File: config.mk
export PLATFORM = sky130hd
export DESIGN_NAME = rom_sequencer
export DESIGN_NICKNAME = d
export VERILOG_FILES = /design/src/rtl/rom_sequencer.sv
export SDC_FILE = /design/constraint.sdc
export NUM_CORES = 1
export LEC_CHECK = 0
export ABC_AREA = 1
export BUFFER_PORTS_ARGS = -buffer_cell sky130_fd_sc_hd__clkbuf_2
export CAP_MARGIN = 30
export CORE_MARGIN = 2
export CORE_UTILIZATION = 40
export CTS_BUF_LIST = sky130_fd_sc_hd__clkbuf_4 sky130_fd_sc_hd__clkbuf_8 sky130_fd_sc_hd__clkbuf_16
export DETAILED_ROUTE_END_ITERATION = 10
export PLACE_DENSITY = 0.66
export SYNTH_ARGS = -nofsm -noshare
export SYNTH_HDL_FRONTEND = slang
export SYNTH_SLANG_ARGS = --single-unit
File: constraint.sdc
create_clock -name clk -period 2.7 [get_ports clk]
set_clock_uncertainty 0.15 [all_clocks]
set_input_delay 0.135 -clock clk [delete_from_list [all_inputs] [get_ports clk]]
set_output_delay 0.135 -clock clk [all_outputs]
set_load 0.02 [all_outputs]
File: src/rtl/rom_sequencer.sv
// Program store plus program counter for the 4-bit CPU controller's run mode.
// The user-side loader fills the memory and length; start/inst_done step the PC through the program.
module rom_sequencer #(
    parameter int IW    = 8,
    parameter int AW    = 4,
    parameter int DEPTH = 2**AW
) (
    input  logic          clk,
    input  logic          clr_n,
    input  logic          prog_we,
    input  logic [AW-1:0] prog_addr,
    input  logic [IW-1:0] prog_data,
    input  logic          len_we,
    input  logic [AW:0]   prog_len,
    input  logic          start,
    input  logic          inst_done,
    output logic [IW-1:0] rom_inst,
    output logic          rom_done,
    output logic [AW-1:0] pc,
    output logic          busy,
    output logic          wr_err
);
    typedef enum logic [1:0] {IDLE, RUN, DONE} state_t;

    localparam logic [AW:0] DEPTH_W = (AW+1)'(DEPTH);

    state_t        state;
    logic [IW-1:0] mem [DEPTH];
    logic [AW:0]   len;
    logic [AW:0]   pc_inc;
    logic [AW:0]   len_sat;

    // Widened by one bit so that pc+1 can equal len when len == DEPTH.
    assign pc_inc  = {1'b0, pc} + 1'b1;
    assign len_sat = (prog_len > DEPTH_W) ? DEPTH_W : prog_len;

    // The memory has no reset: a program survives clr_n.
    always_ff @(posedge clk) begin
        if (!clr_n) begin
            state    <= IDLE;
            pc       <= '0;
            len      <= '0;
            rom_inst <= '0;
            rom_done <= 1'b0;
            busy     <= 1'b0;
            wr_err   <= 1'b0;
        end else begin
            rom_inst <= mem[pc];
            case (state)
                IDLE, DONE: begin
                    if (prog_we) mem[prog_addr] <= prog_data;
                    if (len_we) len <= len_sat;
                    // start looks at the old len even when len_we fires in the same cycle.
                    if (start) begin
                        pc     <= '0;
                        wr_err <= 1'b0;
                        if (len != '0) begin
                            state    <= RUN;
                            busy     <= 1'b1;
                            rom_done <= 1'b0;
                        end else begin
                            state    <= DONE;
                            busy     <= 1'b0;
                            rom_done <= 1'b1;
                        end
                    end
                end
                RUN: begin
                    if (start) begin
                        pc     <= '0;
                        wr_err <= 1'b0;
                        if (len == '0) begin
                            state    <= DONE;
                            busy     <= 1'b0;
                            rom_done <= 1'b1;
                        end
                    end else if (inst_done) begin
                        if (pc_inc < len) begin
                            pc <= pc + 1'b1;
                        end else begin
                            state    <= DONE;
                            busy     <= 1'b0;
                            rom_done <= 1'b1;
                        end
                    end
                    if (prog_we || len_we) wr_err <= 1'b1;
                end
                default: begin
                    state    <= IDLE;
                    busy     <= 1'b0;
                    rom_done <= 1'b0;
                end
            endcase
        end
    end
endmodule
==> results of run 1 <==
[path summary, 6_finish.rpt]
check / startpoint / endpoint / slack, ps / cells past startpoint
max: clr_n / mem[4][3] / 460 / 6
min: prog_data[7] / mem[5][7] / 50 / 1
max reg2reg: pc[2] / pc[3] / 480 / 12
min reg2reg: busy / busy / 320 / 2
[cells by family (layout without fill, tap and decap cells)]
kind of cell / after synthesis / count (layout) / share of synthesized area (%)
xor+xnor: 2 / 2 / 0.279
flops: 149 / 149 / 67.8
fa+ha+maj: 5 / 5 / 0.995
buf+inv: 65 / 139 / 5.07
simple gates: 321 / 321 / 20.9
compound gates: 58 / 58 / 4.92
[layout make-up]
cell class              count  area [µm²]  share of cell area, %
flip-flops and latches    149        4270                   57.4
repair buffers             69         470                   6.33
multi-input cells         386        1700                   22.9
inverters                  38         143                   1.92
well taps                 211         264                   3.55
clock buffers              18         433                   5.83
clock inverters            14         151                   2.04
[through the flow]
step	hold slack, ps	total power [mW]	setup slack (ps)	utilization, %
finish	46.6	5.60	462	48.7
CTS	43.3	5.64	473	48.7
global placement	243	3.32	570	44.0
floorplan	83.9	3.11	441	-
detailed placement	252	3.33	497	44.0
global route	60.2	5.82	252	48.7
[synthesized netlist by cell type, types with 2 or more instances]
cell,n
sky130_fd_sc_hd__buf_6,6
sky130_fd_sc_hd__o21ai_1,2
sky130_fd_sc_hd__buf_2,12
sky130_fd_sc_hd__edfxtp_1,128
sky130_fd_sc_hd__a211oi_1,3
sky130_fd_sc_hd__inv_1,36
sky130_fd_sc_hd__nand2_1,150
sky130_fd_sc_hd__o21ai_0,31
sky130_fd_sc_hd__nand3_1,65
sky130_fd_sc_hd__xor2_1,2
sky130_fd_sc_hd__ha_1,5
sky130_fd_sc_hd__a22oi_1,2
sky130_fd_sc_hd__clkbuf_1,4
sky130_fd_sc_hd__a21oi_1,18
sky130_fd_sc_hd__dfxtp_1,21
sky130_fd_sc_hd__buf_4,4
sky130_fd_sc_hd__nand2_2,2
sky130_fd_sc_hd__nor2_1,100
[repair_timing]
| item | in CTS | in global routing |
|---|---|---|
| gates resized for setup | 0 | 0 |
| endpoints found under the hold margin | 11 | 0 |
| hold buffers | 13 | 0 |
[where the power goes]
group          leakage [nW]  total (mW)  switching (mW)  internal [mW]
Sequential             1.33        2.60          0.0422           2.56
Clock                 0.286        2.30           0.923           1.38
Combinational          1.31       0.703           0.473          0.230
Total                  2.93        5.60            1.44           4.16
[metal layers]
layer / up-vias / global-route usage [%] / routed length [µm]
met2: 151 / 27.1 / 6350
met4: 0 / 6.01 / 215
met3: 18 / 4.71 / 1020
met5: - / 0 / 0
met1: 2057 / 25.9 / 6660
li1: 2149 / - / -
[state kept, by name, indices dropped and copies added, names as in the netlist]
register	cells
mem	128
state	2
rom_inst	8
wr_err	1
len	5
pc	4
busy	1
==> flow_results.xml, run 1 <==
<?xml version="1.0" encoding="UTF-8"?>
<metrics>
  <group name="synth">
    <metric name="synth_largest_type_area_fraction" unit="%">61.1</metric>
    <metric name="post_synthesis_instance_area" unit="µm²">6290</metric>
    <metric name="most_frequently_used_flop_master_after_synthesis" unit="">sky130_fd_sc_hd__edfxtp_1</metric>
    <metric name="syn_area_per_cell" unit="µm²">10.5</metric>
    <metric name="postSynthCellCount" unit="">600</metric>
    <metric name="netlist_cell_types" unit="">27</metric>
    <metric name="synth-async-reset-ratio" unit="%">0</metric>
    <metric name="yosysWarnings" unit="">0</metric>
    <metric name="area_contributors_post_synth" unit="">sky130_fd_sc_hd__edfxtp_1, sky130_fd_sc_hd__nand2_1, sky130_fd_sc_hd__dfxtp_1</metric>
    <metric name="synth.largest_area_cell" unit="">sky130_fd_sc_hd__edfxtp_1</metric>
    <metric name="number_of_synthesized_flops_with_an_enable_pin" unit="">128</metric>
    <metric name="synth.net_count" unit="">628</metric>
    <metric name="synth_seq_cells" unit="">149</metric>
    <metric name="seq_area_frac_synth" unit="%">67.8</metric>
  </group>
  <group name="grt">
    <metric name="antenna_found_initial" unit="">0</metric>
    <metric name="global_route.overflow_total" unit="">0</metric>
    <metric name="first_global_vias" unit="">4205</metric>
    <metric name="grt_pass1_wl" unit="µm">22500</metric>
    <metric name="grt_start_max_net_pins" unit="">44</metric>
    <metric name="grt_usage" unit="%">18.1</metric>
  </group>
  <group name="critical_path">
    <metric name="critPathKind" unit="">in -&gt; reg</metric>
    <metric name="max_incr_delay_on_cp" unit="ps">600</metric>
    <metric name="crit_buf_inv" unit="">2</metric>
    <metric name="cp_max_fo" unit="">8</metric>
    <metric name="worst_setup_path_start_kind" unit="">input pin</metric>
    <metric name="critPathCaptureType" unit="">flop</metric>
    <metric name="crit_arrival" unit="ps">2140</metric>
    <metric name="crit_family" unit="">simple AND/OR/NAND/NOR gates</metric>
    <metric name="crit_path_top_delay_cell" unit="">sky130_fd_sc_hd__nor2_1</metric>
    <metric name="crit_chain" unit="">dlygate4sd3_1, clkbuf_2, nand2_1, nor2_1, nand2_1, nor2_1</metric>
    <metric name="worstPathRequired" unit="ps">2600</metric>
  </group>
  <group name="drt">
    <metric name="first_pass_iters" unit="">9</metric>
    <metric name="route.detailed.wl_per_inst" unit="µm">16.1</metric>
    <metric name="final_routed_wirelength_across_all_metal_layers" unit="µm">14200</metric>
    <metric name="vias" unit="">4375</metric>
    <metric name="detail-route-antenna-nets" unit="">0</metric>
    <metric name="drt_first_iter_violations" unit="">418</metric>
    <metric name="drt-vias-per-instance" unit="">4.94</metric>
    <metric name="route.detailed.drc" unit="">0</metric>
  </group>
  <group name="place">
    <metric name="dpl-instance-area" unit="µm²">6720</metric>
    <metric name="place.gp.congestion" unit="">0.873</metric>
    <metric name="dp.cells" unit="">840</metric>
    <metric name="post-dp-hpwl" unit="µm">9280</metric>
    <metric name="buffer_ports.inserted" unit="">37</metric>
  </group>
  <group name="clock_network">
    <metric name="cts_inserted_buffers" unit="">17</metric>
    <metric name="cts_root_buf" unit="">sky130_fd_sc_hd__clkbuf_16</metric>
    <metric name="worst_skew_pair.late_latency" unit="ps">420</metric>
    <metric name="maximum_level_of_the_cts_h_tree" unit="">4</metric>
    <metric name="clock_sink_count" unit="">149</metric>
    <metric name="tritoncts" unit="">yes</metric>
    <metric name="clk_pin_slew" unit="ps">60</metric>
    <metric name="clockBufferDepth" unit="">2</metric>
    <metric name="cts.repair_timing.setup_buffer_count" unit="">0</metric>
  </group>
  <group name="sta">
    <metric name="post-route-min-period" unit="ps">2240</metric>
    <metric name="setup_repair_after_global_routing_missed_its_margin" unit="">no</metric>
    <metric name="total_of_endpoints_with_negative_setup_slack_in_the_final_report" unit="">0</metric>
    <metric name="hold_violation_total_from_the_final_report" unit="">0</metric>
    <metric name="finalCritPeriodShare" unit="%">82.9</metric>
    <metric name="fin_tns_setup" unit="ps">0</metric>
    <metric name="slew_violations" unit="">0</metric>
    <metric name="relSlewSlack" unit="%">51.7</metric>
    <metric name="clock.fmax" unit="MHz">447</metric>
    <metric name="tightestPinTransition" unit="ps">722</metric>
  </group>
  <group name="floorplan">
    <metric name="core" unit="µm²">15300</metric>
    <metric name="starting_density" unit="%">41.2</metric>
    <metric name="io_pins" unit="">38</metric>
    <metric name="die_y" unit="µm">129</metric>
    <metric name="placementRows" unit="">45</metric>
    <metric name="fp.dieArea" unit="µm²">16700</metric>
    <metric name="chipWidth" unit="µm">129</metric>
  </group>
  <group name="power_and_ir_drop">
    <metric name="peakVddDrop" unit="µV">622</metric>
    <metric name="pwr_density_cell" unit="nW/µm²">754</metric>
    <metric name="leakage" unit="nW">2.93</metric>
  </group>
  <group name="cells_and_area">
    <metric name="post-route-cell-area" unit="µm²">7430</metric>
    <metric name="nFillCells" unit="">1352</metric>
    <metric name="mostFrequentLayoutCell" unit="">sky130_fd_sc_hd__nand2_1</metric>
    <metric name="layout-drive-gt1-share" unit="%">14.1</metric>
    <metric name="area_growth" unit="%">18.2</metric>
    <metric name="instances_no_fill" unit="">885</metric>
    <metric name="final_net_count" unit="">689</metric>
    <metric name="mostFrequentLayoutCells" unit="">sky130_fd_sc_hd__nand2_1, sky130_fd_sc_hd__edfxtp_1, sky130_fd_sc_hd__nor2_1</metric>
    <metric name="n_antenna_cell" unit="">0</metric>
  </group>
  <group name="run_status">
    <metric name="result_of_the_run" unit="">complete, no violations</metric>
  </group>
  <group name="run">
    <metric name="maxCapViolations" unit="">0</metric>
  </group>
  <group name="hold_path">
    <metric name="worst_hold_path_type" unit="">in -&gt; reg</metric>
  </group>
</metrics>
Power figures use the tool's default switching activity.
==> run 2: changes to the inputs <==
==> constraint.sdc (replaced) <==
create_clock -name clk -period 2.3 [get_ports clk]
set_clock_uncertainty 0.15 [all_clocks]
set_input_delay 0.115 -clock clk [delete_from_list [all_inputs] [get_ports clk]]
set_output_delay 0.115 -clock clk [all_outputs]
set_load 0.02 [all_outputs]
==> flow_results.xml, run 2 (synthesized netlist as in run 1, its figures left out) <==
<?xml version="1.0" encoding="UTF-8"?>
<metrics>
  <group name="critical_path">
    <metric name="critPathKind" unit="">reg -&gt; reg</metric>
    <metric name="crit_buf_inv" unit="">2</metric>
    <metric name="worst_r2r_path_depth" unit="">5</metric>
    <metric name="crit_family" unit="">buffers and inverters</metric>
    <metric name="max_incr_delay_on_cp" unit="ps">560</metric>
    <metric name="crit_path_top_delay_cell" unit="">sky130_fd_sc_hd__dlygate4sd3_1</metric>
    <metric name="worst_setup_path_start_kind" unit="">flop</metric>
    <metric name="critPathCaptureType" unit="">flop</metric>
    <metric name="crit_arrival" unit="ps">2370</metric>
    <metric name="crit_chain" unit="">nand2_1, o21bai_1, dlygate4sd3_1, a21oi_1, dlygate4sd3_1</metric>
    <metric name="crit_path_depth" unit="">5</metric>
    <metric name="cp_max_fo" unit="">7</metric>
    <metric name="worstPathRequired" unit="ps">2510</metric>
    <metric name="critical_path.most_common_cell" unit="">sky130_fd_sc_hd__dlygate4sd3_1</metric>
  </group>
  <group name="sta">
    <metric name="post-route-min-period" unit="ps">2160</metric>
    <metric name="relSlewSlack" unit="%">62.6</metric>
    <metric name="hold_violation_total_from_the_final_report" unit="">0</metric>
    <metric name="tightestPinTransition" unit="ps">561</metric>
    <metric name="clock.fmax" unit="MHz">462</metric>
    <metric name="finalCritPeriodShare" unit="%">94.0</metric>
    <metric name="fin_tns_setup" unit="ps">0</metric>
    <metric name="total_of_endpoints_with_negative_setup_slack_in_the_final_report" unit="">0</metric>
    <metric name="slew_violations" unit="">0</metric>
    <metric name="setup_repair_after_global_routing_missed_its_margin" unit="">no</metric>
  </group>
  <group name="cells_and_area">
    <metric name="area_growth" unit="%">18.9</metric>
    <metric name="top_register" unit="">mem</metric>
    <metric name="layout-drive-gt1-share" unit="%">14.8</metric>
    <metric name="n_antenna_cell" unit="">0</metric>
    <metric name="reg.largest.list" unit="">mem: 128 flops, rom_inst: 8 flops, len: 5 flops</metric>
    <metric name="largest_register_ffs" unit="">128</metric>
    <metric name="multi_input_comb_area" unit="µm²">1700</metric>
    <metric name="finish.utilization" unit="%">49.0</metric>
    <metric name="post-route-cell-area" unit="µm²">7480</metric>
    <metric name="final_net_count" unit="">696</metric>
    <metric name="mostFrequentLayoutCells" unit="">sky130_fd_sc_hd__nand2_1, sky130_fd_sc_hd__edfxtp_1, sky130_fd_sc_hd__nor2_1</metric>
    <metric name="mostFrequentLayoutCell" unit="">sky130_fd_sc_hd__nand2_1</metric>
    <metric name="nFillCells" unit="">1381</metric>
    <metric name="ff_latch_area" unit="µm²">4270</metric>
  </group>
  <group name="floorplan">
    <metric name="die_y" unit="µm">129</metric>
    <metric name="core" unit="µm²">15300</metric>
    <metric name="starting_density" unit="%">41.2</metric>
    <metric name="placementRows" unit="">45</metric>
    <metric name="fp.dieArea" unit="µm²">16700</metric>
    <metric name="io_pins" unit="">38</metric>
    <metric name="chipWidth" unit="µm">129</metric>
  </group>
  <group name="grt">
    <metric name="grt_usage" unit="%">18.9</metric>
    <metric name="grt_pass1_wl" unit="µm">23400</metric>
    <metric name="grt_start_max_net_pins" unit="">34</metric>
    <metric name="antenna_found_initial" unit="">0</metric>
    <metric name="first_global_vias" unit="">4408</metric>
    <metric name="global_route.overflow_total" unit="">0</metric>
  </group>
  <group name="run">
    <metric name="maxCapViolations" unit="">0</metric>
  </group>
  <group name="drt">
    <metric name="first_pass_iters" unit="">5</metric>
    <metric name="drt_first_iter_violations" unit="">410</metric>
    <metric name="route.detailed.wl_per_inst" unit="µm">16.6</metric>
    <metric name="route.detailed.drc" unit="">0</metric>
    <metric name="vias" unit="">4488</metric>
    <metric name="drt-vias-per-instance" unit="">5.03</metric>
    <metric name="detail-route-antenna-nets" unit="">0</metric>
    <metric name="final_routed_wirelength_across_all_metal_layers" unit="µm">14800</metric>
  </group>
  <group name="power_and_ir_drop">
    <metric name="clock_power_share" unit="%">40.6</metric>
    <metric name="combinational_power_share" unit="%">12.8</metric>
    <metric name="internal-power" unit="mW">4.89</metric>
    <metric name="swShare" unit="%">25.5</metric>
    <metric name="p_switching" unit="mW">1.67</metric>
    <metric name="peakVddDrop" unit="µV">538</metric>
    <metric name="p_total" unit="mW">6.56</metric>
    <metric name="leakage" unit="nW">2.95</metric>
    <metric name="power_frac_seq" unit="%">46.6</metric>
    <metric name="pwr_density_cell" unit="nW/µm²">877</metric>
  </group>
  <group name="place">
    <metric name="buffer_ports.inserted" unit="">37</metric>
    <metric name="place.gp.congestion" unit="">0.841</metric>
    <metric name="post-dp-hpwl" unit="µm">9270</metric>
    <metric name="dpl-instance-area" unit="µm²">6770</metric>
  </group>
  <group name="hold_path">
    <metric name="whs_path_depth" unit="">1</metric>
    <metric name="worst_hold_path_type" unit="">in -&gt; reg</metric>
  </group>
  <group name="run_status">
    <metric name="result_of_the_run" unit="">complete, no violations</metric>
  </group>
  <group name="clock_network">
    <metric name="cts_root_buf" unit="">sky130_fd_sc_hd__clkbuf_16</metric>
    <metric name="tritoncts" unit="">yes</metric>
    <metric name="clock_sink_count" unit="">149</metric>
    <metric name="cts_inserted_buffers" unit="">17</metric>
    <metric name="clockBufferDepth" unit="">2</metric>
    <metric name="worst_skew_pair.late_latency" unit="ps">420</metric>
    <metric name="maximum_level_of_the_cts_h_tree" unit="">4</metric>
    <metric name="clk_pin_slew" unit="ps">60</metric>
    <metric name="cts.repair_timing.setup_buffer_count" unit="">0</metric>
  </group>
</metrics>
run 2: changes by cell type in the layout (fill, tap and decap cells not counted), sizes merged:
cell | before | now
inv | 41 | 37
clkinv | 8 | 10
clkinvlp | 1 | 2
buf | 19 | 26
clkbuf | 55 | 56
run 2: routing by layer:
metal,wire length [µm],global-route usage (%),vias to the layer above,part of all wire [%]
met3,1100,5.37,20,7.4
met4,218,5.75,0,1.5
li1,-,-,2160,-
met1,6620,25.7,2139,45
met5,0,0,-,0
met2,6830,29.8,169,46
run 2: path summary, 6_finish.rpt:
kind | start | endpoint | slack, ps
setup / recovery | state[0] | wr_err | 140
hold / removal | prog_data[7] | mem[5][7] | 10
setup reg to reg | state[0] | wr_err | 140
hold reg to reg | busy | busy | 330
run 2: metrics by stage:
| step | setup WS (ps) | hold WS [ps] | std cells |
|---|---|---|---|
| finish | 137 | 14.9 | 892 |
| global route | 3.10 | 42.5 | 892 |
| CTS | 112 | 17.1 | 892 |
| detailed placement | 200 | 239 | 847 |
| global placement | 307 | 230 | 847 |
| floorplan | 41.4 | 63.9 | 600 |
run 2: what timing repair did:
action                                 4_1_cts  5_1_grt
resized for setup                            0        1
setup endpoints to repair                    0        1
endpoints found under the hold margin       11        0
hold buffers                                13        0
run 2: final cells by class:
class	count	share of cell area, %
sequential	149	57.1
multi-input combinational	386	22.8
timing repair buffer	76	7.00
clock buffer	19	5.89
tap	211	3.53
inverter	38	1.91
clock inverter	13	1.81
run 2: power groups by stage:
stage	registers (mW)	logic [mW]	clock network [mW]
after global routing	3.06	0.941	2.82
after detailed placement	3.11	0.811	0
after floorplan	3.14	0.516	0
after global placement	3.10	0.794	0
final	3.05	0.840	2.67
after CTS	3.05	0.838	2.71
